**src/rtl/synth_audio_pkg.sv**
```systemverilog
// Shared audio-path types and sizes.
// Used by the delay, mixer and I2S transmitter blocks.
package synth_audio_pkg;

  localparam int SAMPLE_W   = 16;
  localparam int FRAME_BITS = 32;
  localparam int BITCNT_W   = $clog2(FRAME_BITS);

  typedef logic signed [SAMPLE_W-1:0] sample_t;
  typedef logic [FRAME_BITS-1:0]      frame_t;
  typedef logic [BITCNT_W-1:0]        bitcnt_t;

  // Mono sample duplicated into the left and right slots.
  function automatic frame_t dup_sample(input sample_t s);
    return {s, s};
  endfunction

endpackage

```
**src/rtl/bclk_gen.sv**
```systemverilog
// Bit-clock divider for the I2S transmitter.
// Emits one-cycle strobes on the cycles where BCLK toggles.
module bclk_gen #(
  parameter int DIV = 16
) (
  input  logic clk,
  input  logic rst,
  input  logic en,
  output logic bclk,
  output logic fall,
  output logic rise
);

  localparam int            CW = (DIV > 1) ? $clog2(DIV) : 1;
  localparam logic [CW-1:0] TC = CW'(DIV - 1);

  logic [CW-1:0] cnt_q;
  logic [CW-1:0] cnt_d;
  logic          bclk_q;
  logic          bclk_d;
  logic          tc;

  always_comb begin
    tc     = en && (cnt_q == TC);
    cnt_d  = cnt_q;
    bclk_d = bclk_q;
    if (tc) begin
      cnt_d  = '0;
      bclk_d = ~bclk_q;
    end else if (en) begin
      cnt_d  = cnt_q + 1'b1;
    end
  end

  always_ff @(posedge clk or posedge rst) begin
    if (rst) begin
      cnt_q  <= '0;
      bclk_q <= 1'b0;
    end else begin
      cnt_q  <= cnt_d;
      bclk_q <= bclk_d;
    end
  end

  assign bclk = bclk_q;
  assign fall = tc & bclk_q;
  assign rise = tc & ~bclk_q;

endmodule

```
**src/rtl/i2s_tx.sv**
```systemverilog
// I2S transmitter: one mono sample per frame, sent in both slots.
// Holds one sample ahead of the serializer; repeats the last on underrun.
module i2s_tx
  import synth_audio_pkg::*;
#(
  parameter int BCLK_DIV = 16
) (
  input  logic                Clk,
  input  logic                Reset,
  input  logic                Enable,
  input  logic [SAMPLE_W-1:0] sample_in,
  input  logic                sample_valid,
  output logic                sample_ready,
  output logic                BCLK,
  output logic                LRCLK,
  output logic                SDATA,
  output logic                frame_start,
  output logic                underrun
);

  logic    bclk_w;
  logic    fall_w;
  logic    rise_w;

  bitcnt_t bit_cnt_q;
  bitcnt_t bit_cnt_d;
  bitcnt_t bit_cnt_nx;
  logic    lrclk_q;
  logic    lrclk_d;
  frame_t  shreg_q;
  frame_t  shreg_d;
  sample_t hold_q;
  sample_t hold_d;
  logic    hold_valid_q;
  logic    hold_valid_d;
  sample_t last_q;
  sample_t last_d;
  logic    frame_start_q;
  logic    frame_start_d;
  logic    underrun_q;
  logic    underrun_d;
  logic    load;
  logic    xfer;

  bclk_gen #(
    .DIV (BCLK_DIV)
  ) u_bclk (
    .clk  (Clk),
    .rst  (Reset),
    .en   (Enable),
    .bclk (bclk_w),
    .fall (fall_w),
    .rise (rise_w)
  );

  assign bit_cnt_nx = bit_cnt_q + 1'b1;
  // Loading at count 1 gives the I2S one-bit delay after LRCLK.
  assign load       = fall_w && (bit_cnt_nx == BITCNT_W'(1));
  assign xfer       = sample_valid && !hold_valid_q;

  always_comb begin
    bit_cnt_d     = bit_cnt_q;
    lrclk_d       = lrclk_q;
    shreg_d       = shreg_q;
    hold_d        = hold_q;
    hold_valid_d  = hold_valid_q;
    last_d        = last_q;
    frame_start_d = 1'b0;
    underrun_d    = 1'b0;
    if (fall_w) begin
      bit_cnt_d = bit_cnt_nx;
      lrclk_d   = bit_cnt_nx[BITCNT_W-1];
      if (load) begin
        frame_start_d = 1'b1;
        if (hold_valid_q) begin
          shreg_d      = dup_sample(hold_q);
          last_d       = hold_q;
          hold_valid_d = 1'b0;
        end else begin
          shreg_d      = dup_sample(last_q);
          underrun_d   = 1'b1;
        end
      end else begin
        shreg_d = {shreg_q[FRAME_BITS-2:0], 1'b0};
      end
    end
    // A transfer only happens with hold empty, so it never races the clear.
    if (xfer) begin
      hold_d       = sample_t'(sample_in);
      hold_valid_d = 1'b1;
    end
  end

  always_ff @(posedge Clk or posedge Reset) begin
    if (Reset) begin
      bit_cnt_q     <= '0;
      lrclk_q       <= 1'b0;
      shreg_q       <= '0;
      hold_q        <= '0;
      hold_valid_q  <= 1'b0;
      last_q        <= '0;
      frame_start_q <= 1'b0;
      underrun_q    <= 1'b0;
    end else begin
      bit_cnt_q     <= bit_cnt_d;
      lrclk_q       <= lrclk_d;
      shreg_q       <= shreg_d;
      hold_q        <= hold_d;
      hold_valid_q  <= hold_valid_d;
      last_q        <= last_d;
      frame_start_q <= frame_start_d;
      underrun_q    <= underrun_d;
    end
  end

  assign sample_ready = ~hold_valid_q;
  assign BCLK         = bclk_w;
  assign LRCLK        = lrclk_q;
  assign SDATA        = shreg_q[FRAME_BITS-1];
  assign frame_start  = frame_start_q;
  assign underrun     = underrun_q;

  property p_edges_exclusive;
    @(posedge Clk) disable iff (Reset) !(fall_w && rise_w);
  endproperty
  assert property (p_edges_exclusive);

endmodule

```
**config.mk**
```make
export PLATFORM = sky130hd
export DESIGN_NAME = i2s_tx
export DESIGN_NICKNAME = d
export VERILOG_FILES = /design/src/rtl/synth_audio_pkg.sv /design/src/rtl/bclk_gen.sv /design/src/rtl/i2s_tx.sv
export SDC_FILE = /design/constraint.sdc
export NUM_CORES = 1
export LEC_CHECK = 0
export CORE_ASPECT_RATIO = 1.25
export CORE_MARGIN = 2
export CORE_UTILIZATION = 58
export CTS_CLUSTER_SIZE = 25
export DETAILED_ROUTE_END_ITERATION = 10
export GPL_ROUTABILITY_DRIVEN = 0
export PLACE_DENSITY_LB_ADDON = 0.3
export SYNTH_ARGS = -nofsm -noshare
export SYNTH_HDL_FRONTEND = slang
export SYNTH_SLANG_ARGS = --single-unit
```
**constraint.sdc**
```tcl
create_clock -name Clk -period 2.6 [get_ports Clk]
set_clock_uncertainty 0.2 [all_clocks]
set_input_delay 0.26 -clock Clk [delete_from_list [all_inputs] [get_ports Clk]]
set_output_delay 0.26 -clock Clk [all_outputs]
set_load 0.05 [all_outputs]
```
==> metrics.txt, run 1 <==
status=finished, final reports clean; R2R cell count=5; Pre-antenna DRT Iters=6; Std-Cell Rows=31; maximum VDD drop=0.000495 V; Final Slew Violations=0; CTS resizes=0; Mapped Cells=300; Worst-path clk slew=approximately 0.070 ns; Routed WL=between 6 and 7 mm; Initial Util=0.601; EDFF count, synth=0; crit path buf inv count=0; cts hold-fix bufs=0; hpwl dp=3.97 mm; DR iter-0 viols=249; CP peak stage delay=approximately 0.45 ns; CTS tree=built; vias per cell=5.86; DRC=0; Post-DRT Antenna Nets=0; CP startpoint kind=flop; CP Class=reg -> reg; Slowest cell on crit path=mux2_1; Area Overhead vs Synth=15.1%; endpoints failing setup=0; Tcrit/Tclk final=0.894; Pwr per Cell Area=692 nW/um^2; Avg WL per Cell=between 15 and 20 um; Die Wd=~73 um; fmax=between 400 and 500 MHz; top-area cell type share of the netlist area=0.551; reg-to-reg startpoint=bit_cnt_q[0]; Syn Nets=323; die area=~6700 um^2; setup_tns=0 ns; Die Y=about 91 um; overall routing resource usage=0.212; nets=344; worst hold path class=in -> async; ranking of synthesized cells by area=dfrtp_1 (55%), mux2_1 (5.8%), mux2i_1 (4.9%); Leak=1.89 nW; Post-CTS Setup Inserts=0; Async SR Flop Fraction=1.00; Worst Path Required=approximately 2.6 ns; vias in the first global route=~2300; worst slew margin relative to its limit=0.668; share of the core filled with cells=0.692; clock buffer count from CTS=9; worst endpoint data arrival time=about 2.3 ns; CTS H-tree lvls=3; unrepaired setup endpoints after global routing=no; R2R Setup Slk=roughly 0.28 ns; Vias=approximately 2300; Top delay family on crit path=simple AND/OR/NAND/NOR gates; synthesized cell area=3500 um^2; synthesis-stage register bit count=between 70 and 80; cell chain of the critical path=ha_1 > nor4b_1 > a41o_2 > nand4_4 > mux2_1; initial antenna violation count=0; worst skew pair latency=roughly 0.34 ns; YS warnings=0; Core Region=5820 um^2; layout cells sized above 1=0.129; Final min period=2.32 ns; nature of the critical path endpoint=flop; endpoints failing hold=0; Worst Max-Slew Pin Slew=0.496 ns; Cell variety after synth=33; area leader, netlist=dfrtp_1; largest net degree at the start of global routing=just under 80; Top Ports=26; cell with the most instances after synthesis=dfrtp_1; Post-synth top cells=dfrtp_1 (77), nand2_1 (39), a21oi_1 (32); Clock Sinks=between 70 and 80; diodes inserted=0; gr ovfl total=0; Max Buffers Root-to-Sink=2; Most used DFF post-synth=dfrtp_1; first-pass GRT wire length=about 11 mm; I/O Buffers=25; maxcap violations=0; Crit Reg-Reg Endpoint=last_q[14]; Root Buffer=clkbuf_8; post-route cell area=4030 um^2; sequential fraction of the synthesis area=0.551; Mean Syn Cell Area=11.7 um^2; Crit Path Max Fanout=17; Placement Cell Area=~3800 um^2
## cells in the final DEF (no fill, tap or decap), types with 4 or more instances in the layout
cell type / Yosys / layout
xnor2_1: 6 / 6
dfrtp_1: 77 / 77
a31o_1: 15 / 15
inv_1: 5 / 4
a21oi_1: 32 / 32
nand2_1: 39 / 39
mux2_2: 6 / 6
o21ai_1: 31 / 31
mux2_1: 18 / 18
clkbuf_8: 0 / 10
clkdlybuf4s50_1: 0 / 25
mux2i_1: 17 / 17
mux2_4: 9 / 9
## cell families after synthesis
logic type      share of synthesized area
compound gates                      0.143
xor+xnor                           0.0222
fa+ha+maj                          0.0107
buf+inv                            0.0379
flops                               0.551
mux                                 0.165
simple gates                       0.0708
## routing by layer
metal  share of wire  global-route usage
met3           0.027              0.0469
met1            0.48               0.338
met5               0                   0
met4           0.013              0.0773
met2            0.48               0.282
## worst max path at each step
| stage | from | to | slack, ns | depth (start not counted) |
|---|---|---|---|---|
| after detailed placement | Enable | last_q[10] | 0.19 | 5 |
| after floorplan | Reset | bit_cnt_q[0] | 0.17 | 1 |
| after CTS | bit_cnt_q[0] | last_q[14] | 0.26 | 5 |
| after global routing | bit_cnt_q[0] | last_q[14] | 0.13 | 5 |
| after global placement | Enable | last_q[14] | 0.25 | 5 |
| final | bit_cnt_q[0] | last_q[14] | 0.28 | 5 |
## worst reg2reg max path, cell delays in order, from the launching register on
cell,delay (ns)
dfrtp_1,0.40
ha_1,0.25
nor4b_1,0.33
a41o_2,0.22
nand4_4,0.34
mux2_1,0.45
## sequential cells by signal, summed over array words and instances, names as in the netlist
register and cells:
hold_q 16, u_bclk.cnt_q 4, last_q 16, hold_valid_q 1, bit_cnt_q 5, frame_start 1, underrun 1, u_bclk.bclk 1
shreg_q 32
## report_power, final
part	internal [W]	switching, W	total (W)
sequential	0.00128	0.0000815	0.00136
clock	0.000561	0.000417	0.000978
combinational	0.000165	0.000281	0.000446
total	0.00201	0.000779	0.00278
## final cells by class
type	instances	area (um^2)
clock inverters	4	72.6
repair buffers	31	333
fillers	422	1790
well taps	66	82.6
inverters	5	18.8
flip-flops and latches	77	1930
clock buffers	11	141
multi-input cells	197	1450
## per-stage QoR
| step | instances | hold slack (ns) | total power [W] | setup WS, ns |
|---|---|---|---|---|
| finish | 391 | 0.116 | 0.00278 | 0.276 |
| global placement | 376 | 0.265 | 0.00181 | 0.252 |
| detailed placement | 376 | 0.276 | 0.00183 | 0.193 |
| CTS | 391 | 0.139 | 0.00281 | 0.258 |
| floorplan | 300 | 0.153 | 0.00170 | 0.173 |
| global route | 391 | 0.162 | 0.00292 | 0.125 |
(Power assumes the default switching activity.)
==> run 2: changes to the inputs <==
--- a/config.mk
+++ b/config.mk
@@ -8,6 +8,7 @@
 export CORE_ASPECT_RATIO = 1.25
 export CORE_MARGIN = 2
 export CORE_UTILIZATION = 58
+export CTS_CLUSTER_DIAMETER = 120
 export CTS_CLUSTER_SIZE = 25
 export DETAILED_ROUTE_END_ITERATION = 10
 export GPL_ROUTABILITY_DRIVEN = 0
==> results of run 2 <==
Same layout as run 1: the final DEF is identical, and so are final timing and power.
